==> config.mk <==
export PLATFORM = sky130hd
export DESIGN_NAME = frv_bitmanip_mc
export DESIGN_NICKNAME = d
export VERILOG_FILES = /design/src/rtl/frv_bitmanip_mc.sv
export SDC_FILE = /design/constraint.sdc
export NUM_CORES = 1
export LEC_CHECK = 0
export CORE_MARGIN = 3
export CORE_UTILIZATION = 61
export CTS_CLUSTER_DIAMETER = 60
export DETAILED_ROUTE_END_ITERATION = 10
export GPL_ROUTABILITY_DRIVEN = 1
export PLACE_DENSITY = 0.8
export SLEW_MARGIN = 10
export SYNTH_ARGS = -nofsm -noshare
export SYNTH_HDL_FRONTEND = slang
export SYNTH_SLANG_ARGS = --single-unit
==> constraint.sdc <==
create_clock -name g_clk -period 3.4 [get_ports g_clk]
set_clock_uncertainty 0.1 [all_clocks]
set_input_delay 0.68 -clock g_clk [delete_from_list [all_inputs] [get_ports g_clk]]
set_output_delay 0.68 -clock g_clk [all_outputs]
set_load 0.01 [all_outputs]
==> src/rtl/frv_bitmanip_mc.sv <==
// ---------------------------------------------------------------------------
// frv_bitmanip_mc
// Multi-cycle bit-manipulation unit that sits beside the single-cycle ALU.
// Carry-less multiplies (clmul / clmulh / clmulr) are computed iteratively,
// consuming CLMUL_STEP multiplier bits per cycle. Crossbar permutes
// (xperm.n / xperm.b / xperm.h) take one registered cycle.
//
// Ports
//   g_clk      : core clock, rising edge
//   g_reset    : synchronous active-high reset
//   flush      : abort any in-flight operation
//   valid      : request; op bits and operands held stable until ready
//   op_clmul   : carry-less multiply, low half
//   op_clmulh  : carry-less multiply, high half
//   op_clmulr  : carry-less multiply, reversed (product bits 2*XLEN-2..XLEN-1)
//   op_xpermn  : crossbar permute, 4-bit elements
//   op_xpermb  : crossbar permute, 8-bit elements
//   op_xpermh  : crossbar permute, 16-bit elements
//   rs1, rs2   : operands (multiplicand / table, multiplier / index vector)
//   busy       : high while an iterative clmul is running
//   ready      : one-cycle pulse, result valid this cycle
//   result     : op result, forced to zero whenever ready is low
// ---------------------------------------------------------------------------
module frv_bitmanip_mc #(
  parameter int XLEN       = 32,
  parameter int CLMUL_STEP = 4
) (
  input  logic            g_clk,
  input  logic            g_reset,
  input  logic            flush,
  input  logic            valid,
  input  logic            op_clmul,
  input  logic            op_clmulh,
  input  logic            op_clmulr,
  input  logic            op_xpermn,
  input  logic            op_xpermb,
  input  logic            op_xpermh,
  input  logic [XLEN-1:0] rs1,
  input  logic [XLEN-1:0] rs2,
  output logic            busy,
  output logic            ready,
  output logic [XLEN-1:0] result
);

  localparam int STEPS = XLEN / CLMUL_STEP;
  localparam int CW    = (STEPS > 1) ? $clog2(STEPS) : 1;
  localparam logic [CW-1:0] LAST_STEP = CW'(STEPS - 1);

  // Reject illegal configurations while elaborating.
  if (XLEN != 32 && XLEN != 64) begin : gBadXlen
    $error("frv_bitmanip_mc: XLEN must be 32 or 64");
  end
  if (CLMUL_STEP < 1 || CLMUL_STEP > XLEN ||
      (CLMUL_STEP & (CLMUL_STEP - 1)) != 0 || (XLEN % CLMUL_STEP) != 0) begin : gBadStep
    $error("frv_bitmanip_mc: CLMUL_STEP must be a power of 2 dividing XLEN");
  end

  typedef enum logic [1:0] {IDLE, RUN, DONE} state_e;

  state_e              state_q, state_d;
  logic [5:0]          ops_q, ops_d;
  logic [XLEN-1:0]     rs1_q, rs1_d;
  logic [XLEN-1:0]     rs2_q, rs2_d;
  logic [2*XLEN-1:0]   mcand_q, mcand_d;
  logic [2*XLEN-1:0]   acc_q, acc_d;
  logic [CW-1:0]       cnt_q, cnt_d;

  logic [5:0]          opsIn;
  logic                accept;
  logic                abort;
  logic [2*XLEN-1:0]   partial;
  logic [XLEN-1:0]     xpermN, xpermB, xpermH;
  logic [XLEN-1:0]     resAll;

  // Op bits packed as {xh, xb, xn, clmulr, clmulh, clmul}; bits 0..2 select the
  // iterative path. A request is only taken in IDLE and never under flush.
  assign opsIn  = {op_xpermh, op_xpermb, op_xpermn, op_clmulr, op_clmulh, op_clmul};
  assign accept = (state_q == IDLE) && valid && !flush;
  assign abort  = flush || !valid;

  // State register; reset wins over flush and valid.
  always_ff @(posedge g_clk) begin
    if (g_reset) begin
      state_q <= IDLE;
    end else begin
      state_q <= state_d;
    end
  end

  // Next-state logic. Abort in RUN is checked before the last-step exit so a
  // flush on the final step still discards the op.
  always_comb begin
    state_d = state_q;
    unique case (state_q)
      IDLE: begin
        if (accept) begin
          state_d = (|opsIn[2:0]) ? RUN : DONE;
        end
      end
      RUN: begin
        if (abort) begin
          state_d = IDLE;
        end else if (cnt_q == LAST_STEP) begin
          state_d = DONE;
        end
      end
      DONE: begin
        state_d = IDLE;
      end
      default: state_d = IDLE;
    endcase
  end

  // Outputs: ready only while the requester still holds valid without flush,
  // and result is gated to zero otherwise to keep the writeback mux quiet.
  always_comb begin
    busy   = (state_q == RUN);
    ready  = (state_q == DONE) && valid && !flush;
    result = ready ? resAll : '0;
  end

  // One clmul step: XOR in the shifted multiplicand for each of the next
  // CLMUL_STEP multiplier bits. The multiplicand register is pre-shifted by
  // the bits already consumed, so bit j here weighs mcand_q << j.
  always_comb begin
    partial = '0;
    for (int j = 0; j < CLMUL_STEP; j++) begin
      if (rs2_q[j]) begin
        partial = partial ^ (mcand_q << j);
      end
    end
  end

  // Datapath next-state: capture on accept, iterate in RUN, clear on abort/DONE.
  always_comb begin
    ops_d   = ops_q;
    rs1_d   = rs1_q;
    rs2_d   = rs2_q;
    mcand_d = mcand_q;
    acc_d   = acc_q;
    cnt_d   = cnt_q;
    unique case (state_q)
      IDLE: begin
        if (accept) begin
          ops_d   = opsIn;
          rs1_d   = rs1;
          rs2_d   = rs2;
          mcand_d = {{XLEN{1'b0}}, rs1};
          acc_d   = '0;
          cnt_d   = '0;
        end
      end
      RUN: begin
        if (abort) begin
          acc_d = '0;
          cnt_d = '0;
        end else begin
          acc_d   = acc_q ^ partial;
          mcand_d = mcand_q << CLMUL_STEP;
          rs2_d   = rs2_q >> CLMUL_STEP;
          cnt_d   = cnt_q + CW'(1);
        end
      end
      DONE: begin
        acc_d = '0;
        cnt_d = '0;
      end
      default: begin
        acc_d = '0;
        cnt_d = '0;
      end
    endcase
  end

  // Datapath registers.
  always_ff @(posedge g_clk) begin
    if (g_reset) begin
      ops_q   <= '0;
      rs1_q   <= '0;
      rs2_q   <= '0;
      mcand_q <= '0;
      acc_q   <= '0;
      cnt_q   <= '0;
    end else begin
      ops_q   <= ops_d;
      rs1_q   <= rs1_d;
      rs2_q   <= rs2_d;
      mcand_q <= mcand_d;
      acc_q   <= acc_d;
      cnt_q   <= cnt_d;
    end
  end

  // Crossbar permutes from the captured operands. Each index is widened to
  // 32 bits before the range check so all element counts compare correctly;
  // out-of-range indices leave the element at zero.
  always_comb begin
    xpermN = '0;
    xpermB = '0;
    xpermH = '0;
    for (int i = 0; i < XLEN / 4; i++) begin
      if ({28'b0, rs2_q[i*4 +: 4]} < 32'(XLEN / 4)) begin
        xpermN[i*4 +: 4] = 4'(rs1_q >> {rs2_q[i*4 +: 4], 2'b00});
      end
    end
    for (int i = 0; i < XLEN / 8; i++) begin
      if ({24'b0, rs2_q[i*8 +: 8]} < 32'(XLEN / 8)) begin
        xpermB[i*8 +: 8] = 8'(rs1_q >> {rs2_q[i*8 +: 8], 3'b000});
      end
    end
    for (int i = 0; i < XLEN / 16; i++) begin
      if ({16'b0, rs2_q[i*16 +: 16]} < 32'(XLEN / 16)) begin
        xpermH[i*16 +: 16] = 16'(rs1_q >> {rs2_q[i*16 +: 16], 4'b0000});
      end
    end
  end

  // Result select from the captured one-hot op; no op bits gives zero.
  always_comb begin
    resAll = '0;
    if (ops_q[0]) begin
      resAll = acc_q[XLEN-1:0];
    end else if (ops_q[1]) begin
      resAll = acc_q[2*XLEN-1:XLEN];
    end else if (ops_q[2]) begin
      resAll = acc_q[2*XLEN-2:XLEN-1];
    end else if (ops_q[3]) begin
      resAll = xpermN;
    end else if (ops_q[4]) begin
      resAll = xpermB;
    end else if (ops_q[5]) begin
      resAll = xpermH;
    end
  end

endmodule

==> reports/results.ini <==
[finish]
multi_input_area_mm2=0.0110
nFillCells=1816
n_antenna_cell=0
finish.instance_area_mm2=0.0187
syn_to_final_growth_pct=20.0
fin_nets=2145
ff_latch_area_mm2=0.00408
drive_above_1_share=0.187

[placed_design]
preCtsSetupSlack_ps=-707
hpwl_um=41600
gp_congestion=1.05
io_buffers=107
dpl_cell_area_mm2=0.0174

[floorplanning]
core_mm2=0.0247
die_area_mm2=0.0275
die_y_um=166
die_x_um=166
io_pins=108
start_util=0.631
std_cell_rows=57

[critical_path]
reg2reg_from=state_q[0]
required_ps=2620
cp_common_cell=buf_12
max_stage_delay_ps=540
start_kind=flip-flop
end_kind=output port
cp_top_family=simple AND/OR/NAND/NOR gates
r2r_cells=6
path_class=flip-flop to output port
crit_chain=or4_4, nor3_4, and4_4, buf_12, buf_12, buf_6, a21oi_2, a211oi_2, buf_2
crit_buf_inv=4
arrival_ps=2670
endpoint=result[16]
worst-path-stages=9
reg2reg_to=acc_q[30]
worstSetupStartpoint=rs2_q[31]
crit_fanout=5
rrSetupSlack_ps=780
cp_slowest_cell=or4_4

[logic_synthesis]
synth_cell_types=66
synth_xor_area_frac=0.105
synthTopCellsByArea=dfxtp_1 (26%), nand2_1 (11%), mux4_2 (9.8%)
synthSimpleGateAreaFrac=0.202
ys_ff_latch=203
synth_nets=2059
synth_edf_count=0
synth_warnings=0
synth.area.mux_share=0.170
syn_area_mm2=0.0156
syn_area_per_cell_um2=7.85
synth_top_family_by_area=compound AO/OA/AOI/OAI gates
ys_top_cells_by_count=nand2_1 (438), a21oi_1 (208), dfxtp_1 (203), clkbuf_1 (165), xnor2_1 (124)
synth.most_common_cell=nand2_1
syn_inst=1983
yosys.area_share.adder=0.00161
synth_compound_area_frac=0.206
synth-main-ff-cell=dfxtp_1
seq_area_frac_synth=0.261
synth_top_cell_by_area=dfxtp_1
synth.top_cell.area_share=0.261
postSynth.asyncResetShare=0

[detailed_routing]
post_drt_wl_per_cell_um=24.7
via_per_inst=6.90
drtIter0Drc=2257
drtAntennaViolNets=0
finalWirelength_um=59500
drc=0
first_pass_iters=6
via_count=16600

[sta]
setup_viol=6
max_clock_freq_mhz=290
period_share=1.02
fin_crit_ps=3450
holdWs_ps=355
hold_viol=0
rsz0062_at_grt=true
slew_headroom=0.437
fin_ws_ps=-52.4
worst_pin_slew_ps=844
slew_viol_final=0

[global_routing]
first_global_vias=15600
antenna_found_initial=0
grt_max_degree=123
grt.total_usage=0.415
grt-ovfl-total=0
grt_pass1_wl_um=92000

[worst_hold_path]
hp-class=flip-flop to flip-flop

[pwr]
leakagePower_nw=5.87
p_sw_w=0.00199
p_seq_frac=0.398
powerDensity_mw_per_mm2=358
combinationalPowerShare=0.179
intPower_w=0.00470
p_clk_frac=0.423
swShare=0.297
max-vdd-ir-drop_mv=0.369

[cts]
clock-root-buffer=clkbuf_16
cts_max_path_buffers=3
clkSlewWorstSetupHoldPaths_ps=60
cts_tree=yes
clock_sinks=203
cts_buffers=24
htree_levels=1
clock_latency_ps=530

[flow_run]
max-cap-violations=0

[status]
violations=setup timing
status=finished, violations left

-- cell families after synthesis --
group	after synthesis
buf+inv	211
mux	177
fa+ha+maj	2
compound gates	496
simple gates	708
xor+xnor	186
flops	203
-- state kept, by name, summed over array words and instances (netlist names) --
name     count
cnt_q        3
rs2_q       32
acc_q       64
rs1_q       32
ops_q        6
mcand_q     64
state_q      2
-- per-layer routing --
| layer | up-vias | GRT usage | routed length (um) | part of all wire |
|---|---|---|---|---|
| met2 | 1273 | 0.626 | 26100 | 0.44 |
| li1 | 7234 | - | - | - |
| met1 | 7842 | 0.553 | 21700 | 0.36 |
| met5 | - | 0 | 0 | 0 |
| met3 | 282 | 0.0809 | 7120 | 0.12 |
| met4 | 0 | 0.252 | 4540 | 0.076 |
-- worst register-to-register path, delay by kind of cell (launching register included) --
kind                   cells  cell delay, ps
flip-flops                 1             330
AO/OA/AOI/OAI              1             390
buffers and inverters      3            1040
AND/OR/NAND/NOR            2             680
-- layout by cell type (no fill, tap or decap), drive strengths merged, types with 8 or more instances in the layout --
cell / count
a211oi: 49
a21oi: 208
a221oi: 12
a22oi: 27
a2bb2oi: 9
a31oi: 22
buf: 179
clkbuf: 29
clkdlybuf4s50: 72
clkinv: 9
dfxtp: 203
mux2: 20
mux2i: 89
mux4: 68
nand2: 438
nand2b: 9
nand3: 54
nor2: 71
nor2b: 76
nor3b: 8
nor4: 8
o211ai: 77
o21ai: 38
o221ai: 30
or3: 14
xnor2: 124
xor2: 62
-- power groups by stage --
stage | sequential, W | combinational (W) | clock [W]
after global routing | 0.00266 | 0.00127 | 0.00294
final | 0.00266 | 0.00120 | 0.00283
after detailed placement | 0.00269 | 0.00110 | 0
after CTS | 0.00264 | 0.00114 | 0.00282
after global placement | 0.00269 | 0.00108 | 0
after floorplan | 0.00258 | 0.000722 | 0
-- area by class of cell --
type | count | area share
clock inverters | 17 | 0.0135
repair buffers | 265 | 0.126
multi-input cells | 1569 | 0.586
clock buffers | 26 | 0.0331
well taps | 324 | 0.0217
flip-flops and latches | 203 | 0.218
inverters | 6 | 0.00121
-- repair_timing --
| item | in CTS | in global routing |
|---|---|---|
| endpoints found under the hold margin | 0 | 0 |
| hold buffers | 0 | 0 |
| setup endpoints to repair | 33 | 28 |
| pin swaps | 22 | 20 |
| setup buffers | 11 | 9 |
| cloned | 1 | 0 |
| gates resized for setup | 142 | 45 |
-- worst min-delay path by stage --
stage                            from     endpoint  slack, ps  cells after the start
after CTS                 mcand_q[63]  mcand_q[63]        350                      2
after global routing      mcand_q[63]  mcand_q[63]        380                      2
after detailed placement  mcand_q[63]  mcand_q[63]        350                      2
after floorplan              acc_q[2]     acc_q[2]        330                      1
final                     mcand_q[63]  mcand_q[63]        350                      2
after global placement    mcand_q[63]  mcand_q[63]        340                      2
-- per-stage QoR --
stage               utilization  setup TNS [ps]  total power (W)  cells
floorplan                     -               0          0.00331   1983
global placement          0.705          -10970          0.00377   2349
detailed placement        0.705          -13040          0.00379   2349
CTS                       0.750            -320          0.00660   2404
global route              0.757            -630          0.00686   2410
finish                    0.757            -168          0.00668   2410
Note: power is estimated with default switching activity, not from simulation.
